`src/rtl/fwd_hazard_unit.sv`:
```
`default_nettype none
// ============================================================================
// Module   : fwd_hazard_unit
// Brief    : EX-stage bypass selects, load-use bubble and MULT/DIV HI/LO
//            interlock for a 5-stage MIPS pipeline. Optional macro
//            HAZ_PERF_CNT_EN adds a saturating stall-cycle counter (stall_cnt).
// Revision : 1.0
// ============================================================================
module fwd_hazard_unit #(
    parameter int AW      = 5,
    parameter int NSRC    = 2,
    parameter int MDU_LAT = 4
) (
    input  logic                 clk,
    input  logic                 rst_n,
    input  logic [NSRC*AW-1:0]   ex_src_addr,
    input  logic [NSRC*AW-1:0]   id_src_addr,
    input  logic [NSRC-1:0]      id_src_valid,
    input  logic                 exmem_wr_en,
    input  logic [AW-1:0]        exmem_wr_addr,
    input  logic                 memwb_wr_en,
    input  logic [AW-1:0]        memwb_wr_addr,
    input  logic                 idex_mem_read,
    input  logic [AW-1:0]        idex_wr_addr,
    input  logic                 mdu_start,
    input  logic                 id_uses_hilo,
    output logic [2*NSRC-1:0]    fwd_sel,
    output logic                 stall_pc,
    output logic                 stall_ifid,
    output logic                 flush_idex,
    output logic                 mdu_busy,
    output logic                 mdu_err
`ifdef HAZ_PERF_CNT_EN
    ,
    output logic [31:0]          stall_cnt
`endif
);

    localparam int            CW     = $clog2(MDU_LAT + 1);
    localparam logic [CW-1:0] C_LOAD = CW'(MDU_LAT - 1);

    typedef enum logic [0:0] {
        S_RUN  = 1'b0,
        S_BUSY = 1'b1
    } state_t;

    state_t          r_state;
    logic [CW-1:0]   r_cnt;
    logic            r_err;
    logic [NSRC-1:0] w_lu_hit;
    logic            w_exmem_ok;
    logic            w_memwb_ok;
    logic            w_lu;
    logic            w_hl;
    logic            w_stall;

    assign w_exmem_ok = exmem_wr_en && (exmem_wr_addr != '0);
    assign w_memwb_ok = memwb_wr_en && (memwb_wr_addr != '0);

    for (genvar g = 0; g < NSRC; g++) begin : g_src
        logic [AW-1:0] w_ex_src;
        logic [AW-1:0] w_id_src;
        assign w_ex_src = ex_src_addr[g*AW +: AW];
        assign w_id_src = id_src_addr[g*AW +: AW];
        // EX/MEM holds the younger result, so it takes priority over MEM/WB.
        assign fwd_sel[2*g +: 2] =
            (w_exmem_ok && (exmem_wr_addr == w_ex_src)) ? 2'b10 :
            (w_memwb_ok && (memwb_wr_addr == w_ex_src)) ? 2'b01 : 2'b00;
        assign w_lu_hit[g] = id_src_valid[g] && (w_id_src == idex_wr_addr);
    end

    assign w_lu     = idex_mem_read && (idex_wr_addr != '0) && (|w_lu_hit);
    assign mdu_busy = (r_state == S_BUSY);
    assign mdu_err  = r_err;
    assign w_hl     = id_uses_hilo && (mdu_busy || mdu_start);

    // Gated by rst_n so the interlock releases the instant reset asserts.
    assign w_stall    = rst_n && (w_lu || w_hl);
    assign stall_pc   = w_stall;
    assign stall_ifid = w_stall;
    assign flush_idex = w_stall;

    always_ff @(posedge clk or negedge rst_n) begin
        if (!rst_n) begin
            r_state <= S_RUN;
            r_cnt   <= '0;
            r_err   <= 1'b0;
        end else begin
            case (r_state)
                S_RUN: begin
                    if (mdu_start) begin
                        r_state <= S_BUSY;
                        r_cnt   <= C_LOAD;
                    end
                end
                S_BUSY: begin
                    if (mdu_start) begin
                        r_err <= 1'b1;
                    end
                    if (r_cnt == '0) begin
                        r_state <= S_RUN;
                    end else begin
                        r_cnt <= r_cnt - CW'(1);
                    end
                end
                default: r_state <= S_RUN;
            endcase
        end
    end

`ifdef HAZ_PERF_CNT_EN
    logic [31:0] r_stall_cnt;

    always_ff @(posedge clk or negedge rst_n) begin
        if (!rst_n) begin
            r_stall_cnt <= '0;
        end else if (w_stall && (r_stall_cnt != 32'hFFFF_FFFF)) begin
            r_stall_cnt <= r_stall_cnt + 32'd1;
        end
    end

    assign stall_cnt = r_stall_cnt;
`endif

endmodule
`default_nettype wire

```
`config.mk`:
```
export PLATFORM = sky130hd
export DESIGN_NAME = fwd_hazard_unit
export DESIGN_NICKNAME = d
export VERILOG_FILES = /design/src/rtl/fwd_hazard_unit.sv
export SDC_FILE = /design/constraint.sdc
export NUM_CORES = 1
export LEC_CHECK = 0
export BUFFER_PORTS_ARGS = -buffer_cell sky130_fd_sc_hd__buf_2
export CAP_MARGIN = 10
export CELL_PAD_IN_SITES_DETAIL_PLACEMENT = 0
export CELL_PAD_IN_SITES_GLOBAL_PLACEMENT = 1
export CORE_MARGIN = 2
export CORE_UTILIZATION = 23
export CTS_CLUSTER_SIZE = 8
export DETAILED_ROUTE_END_ITERATION = 10
export PLACE_DENSITY = 0.82
export SLEW_MARGIN = 10
export SYNTH_ARGS = -nofsm -noshare
export SYNTH_HDL_FRONTEND = slang
export SYNTH_SLANG_ARGS = --single-unit
export TNS_END_PERCENT = 20
```
`constraint.sdc`:
```
create_clock -name clk -period 1.1 [get_ports clk]
set_input_delay 0 -clock clk [delete_from_list [all_inputs] [get_ports clk]]
set_output_delay 0 -clock clk [all_outputs]
set_load 0.02 [all_outputs]
```
=== Word level (Yosys, flattened, before mapping) ===
Cells that the tools add are included.

* Input port bits: 44
* Output and inout bits: 9
* Bits in registers: 5

* Reduce and logical (&&, ||, !) cells: 21
* Add/subtract/negate cells: 1
* Bitwise gates (word level): 1
* Equality and inequality tests: 8
* Multiplexer cells: 10

{| class="wikitable"
|+ Operators with widths
! cell !! count
|-
| 5-bit == test || 6
|-
| 5-bit nonzero test || 3
|-
| 1-bit logical AND || 12
|-
| 3-bit two-way mux || 2
|-
| 3-bit one-hot mux with 2 select lines || 1
|-
| 1-bit two-way mux || 4
|-
| 2-bit two-way mux || 2
|-
| 2-bit != test (second input constant) || 2
|-
| 2-bit AND reduction || 2
|-
| 3-bit logical NOT || 1
|-
| 3-bit by 1-bit subtractor with 3-bit output (second input constant) || 1
|-
| 1-bit logical OR || 2
|-
| 1-bit one-hot mux with 2 select lines || 1
|-
| 2-bit OR reduction || 1
|-
| 1-bit NOT || 1
|}

=== Longest topological paths before layout ===
* Word-level depth: 6
* Gate-level depth with buffers: 6
* Depth with buffers taken out: 6

=== Least setup slack after synthesis ===
Ideal clock, no wire load.

* Path kind: in2out
* Start point: in exmem_wr_addr[0]
* End point: out fwd_sel[0]
* Buffers on the path: 0
* Data arrival time: 1,331 ps
* Cell stages on the path: 4
* Required time: 1,100 ps
* Slack: -231 ps
* Path through: or4_4 o21ai_2 nor4_1 nor4_2

* Longest elaborated chain between the ends: 4

{| class="wikitable"
|+ Ends and longest elaborated chain
! what !! RTL line !! RTL
|-
| start: declaration || 20 || <nowiki>input logic [AW-1:0] exmem_wr_addr,</nowiki>
|-
| 5-bit nonzero test || 57 || <nowiki>assign w_exmem_ok = exmem_wr_en && (exmem_wr_addr != '0);</nowiki>
|-
| 1-bit logical AND || 57 ||
|-
| 1-bit logical AND (*) || 67 || <nowiki>(w_exmem_ok && (exmem_wr_addr == w_ex_src)) ? 2'b10 :</nowiki>
|-
| 2-bit two-way mux (*) || 67 ||
|-
| end: declaration || 27 || <nowiki>output logic [2*NSRC-1:0] fwd_sel,</nowiki>
|}

Mark *: on every way between the ends. The rest lies on a longest branch, timed or not.

=== Worst setup path after layout ===
* Start point: in memwb_wr_addr[1]
* End point: out fwd_sel[0]

* Longest elaborated chain between the ends: 5

{| class="wikitable"
|+ Ends and longest elaborated chain
! what !! RTL line !! RTL
|-
| start: declaration || 22 || <nowiki>input logic [AW-1:0] memwb_wr_addr,</nowiki>
|-
| 5-bit nonzero test || 58 || <nowiki>assign w_memwb_ok = memwb_wr_en && (memwb_wr_addr != '0);</nowiki>
|-
| 1-bit logical AND || 58 ||
|-
| 1-bit logical AND (*) || 68 || <nowiki>(w_memwb_ok && (memwb_wr_addr == w_ex_src)) ? 2'b01 : 2'b00;</nowiki>
|-
| 1-bit two-way mux (*) || 68 ||
|-
| 2-bit two-way mux (*) || 67 ||
|}

Marks and branches as above.

==> metrics.md <==
| Metric | Value |
|---|---|
| Failing checks | setup timing |
| Critical-path top delay cell | or4_4 |
| Fin crit period | 1260 ps |
| Post-synthesis cell type count | 24 |
| Sequential-to-total area share from yosys stat | 0.193 |
| #FFs+latches synth | 5 |
| Clk pwr share | 0.150 |
| Pwr dens | 1090 nW/um^2 |
| Hold Path Sink | r_cnt[2] |
| Synthesized area per cell | 8.88 um^2 |
| Global-route wire length before repair | 3150 um |
| DIE AREA | 3260 um^2 |
| Core region area | 2710 um^2 |
| Max Root-Sink Buffers | 2 |
| Reg2reg end | mdu_busy |
| Synth top area share | 0.297 |
| Vias in the first global route | 811 |
| I/O pins | 53 |
| Placer congestion estimate | 0.881 |
| P_int | 0.893 mW |
| Final Power | 1.43 mW |
| R2R Setup Slk | -90 ps |
| Vias | 794 |
| Clock Latency Late Sink | 240 ps |
| Status | finished, violations left |
| Most frequent cells in the layout | 44 x buf_2, 24 x buf_4, 22 x xor2_1, 5 x xnor2_1, 5 x buf_6 |
| CP Data Required Time | 1100 ps |
| Fin Hold WS | 7.75 ps |
| Initial antenna violation count | 0 |
| Final Hold Viols | 0 |
| Slew Viols, Final | 0 |
| Cts bufs inserted | 3 |
| Final nets | 196 |
| Post-route setup TNS | -769 ps |
| Total grt overflow | 0 |
| Hold Startpoint | mdu_start |
| Final setup margin | -159 ps |
| CTS root buffer | clkbuf_4 |
| Max-slew headroom | 0.782 |
| Dpl cells | 172 |
| Placed inst area | 1110 um^2 |
| Critical-path cell list | buf_2 > xor2_1 > or4_4 > nor4_4 > buf_4 |
| Net Sw Frac | 0.376 |
| # port buffers | 52 |
| Starting Density | 0.239 |
| Cell area after synthesis | 648 um^2 |
| Startpoint types | input pin |
| Antenna Nets Post-Route | 0 |
| CTS tree | yes |
| Achievable Freq | 794 MHz |
| Final Skew | 0.689 ps |
| Worst Hold Class | input pin to register |
| Commonest non-fill, non-tap cell in the layout | buf_2 |
| Crit Path Max Fanout | 3 |
| Largest cells by area after synthesis | xor2_1 30%, dfrtp_1 19%, xnor2_1 11% |
| Power share of the combinational group | 0.632 |
| Crit-path max cell delay | 540 ps |
| Final Setup Violations | 9 |
| Cell area after layout | 1310 um^2 |
| Largest net degree at the start of global routing | 8 |
| N_diodes | 0 |
| WL/cell | 11.4 um |
| DIE HEIGHT | 57.1 um |
| Least-Margin Pin Slew | 325 ps |
| Peak supply drop | 0.644 mV |
| Remaining DRCs | 0 |
| Crit Path Class | input pin to output pin |
| NetSw | 0.538 mW |
| Syn-to-layout area delta | 102% |
| Reg2Reg Depth | 6 |
| Vias per std cell | 4.41 |
| Worst-path clk slew | 40 ps |
| Syn nets | 119 |
| H-tree level count | 1 |
| Post-layout util | 0.482 |
| RSZ-0062 raised after global routing | true |
| Drt total wl | 2060 um |
| RR Startpoint | r_cnt[1] |
| Die Wd | 57.1 um |
| Hold Crit Depth | 2 |
| Largest area contributor in the netlist | xor2_1 |
| Placement Setup Slack | -253 ps |
| Gr usage total | 0.123 |
| Non-filler instance count after layout | 180 |
| Final period util | 1.14 |
| Rows | 19 |
| Leakage power | 0.608 nW |
| Layout cells sized above 1 | 0.631 |
| Mapped Cells | 73 |
| Drt first pass iters | 2 |
| Ys Warns | 0 |
| Crit. End Element | output pin |
| Max cap viols | 0 |
| TritonCTS Sinks | 5 |
| Flop pwr share | 0.217 |
| First DRT Iteration DRCs | 7 |
| CP arrival | 1260 ps |
==> layer usage <==
metal,routed length (um),track usage
met5,0,0
met4,25,0.0498
met3,92,0.0136
met2,1290,0.259
met1,654,0.117
==> critical path: cells and delay by family <==
family                 cells  cell delay [ps]
AND/OR/NAND/NOR            2              810
buffers and inverters      2              290
XOR/XNOR                   1              150
==> power groups by stage <==
stage	combinational (mW)	sequential (mW)	clock, mW
2_1_floorplan	0.365	0.312	0
3_3_place_gp	0.660	0.298	0
3_5_place_dp	0.700	0.307	0
4_1_cts	0.745	0.310	0.216
5_1_grt	1.01	0.320	0.236
6_report	0.905	0.311	0.215
==> registers in the layout, indices dropped and copies added, names as in the netlist <==
name and cells:
mdu_busy 1, mdu_err 1, r_cnt 3
==> layout make-up <==
cell class                 instances  area, um^2
sequential                         5         126
timing repair buffer              74         467
clock buffer                       4        26.3
multi-input combinational         63         638
inverter                           3        11.3
fill                             262        1400
tap                               31        38.8
==> how the worst max path moves through the flow <==
stage                 endpoint             start  cells after the start  slack (ps)
floorplan             r_cnt[0]          r_cnt[0]                      6         -60
global placement    fwd_sel[2]  memwb_wr_addr[4]                      6        -210
detailed placement  fwd_sel[0]  memwb_wr_addr[4]                      6        -250
CTS                 fwd_sel[0]  memwb_wr_addr[4]                      6        -180
global route        fwd_sel[2]    ex_src_addr[5]                      5        -200
finish              fwd_sel[0]  memwb_wr_addr[1]                      5        -160
==> what timing repair did <==
action,4_1_cts,5_1_grt
resized for setup,15,11
hold buffers,1,0
gates cloned,0,0
buffers inserted,0,3
pin swaps,5,6
endpoints found under the hold margin,5,0
endpoints found under the setup margin,11,11
==> cell families (layout without fill, tap and decap cells) <==
kind of cell               after synthesis  after routing  synth area share
buffers and inverters                    5             81            0.0405
AOI/OAI and AO/OA                       10             10             0.102
DFF                                      5              5             0.193
xor gates and xnor gates                30             30             0.405
adders and majority gates                2              2            0.0386
muxes                                    1              1            0.0154
and+or+nand+nor                         20             20             0.205
==> synth_stat cells <==
cell	number
xor2_1	22
xnor2_1	8
dfrtp_1	5
nor4_1	4
or4_1	4
a21oi_1	3
inv_1	3
nor2_1	3
buf_4	2
ha_1	2
nand2_1	2
nand3_1	2
nor4_2	2
a21o_1	1
a32oi_1	1
and2_0	1
mux2i_1	1
nor2b_1	1
o211ai_1	1
o21ai_1	1
o21ai_2	1
o22ai_1	1
o31ai_1	1
or4_4	1
Note: power is estimated with default switching activity, not from simulation.
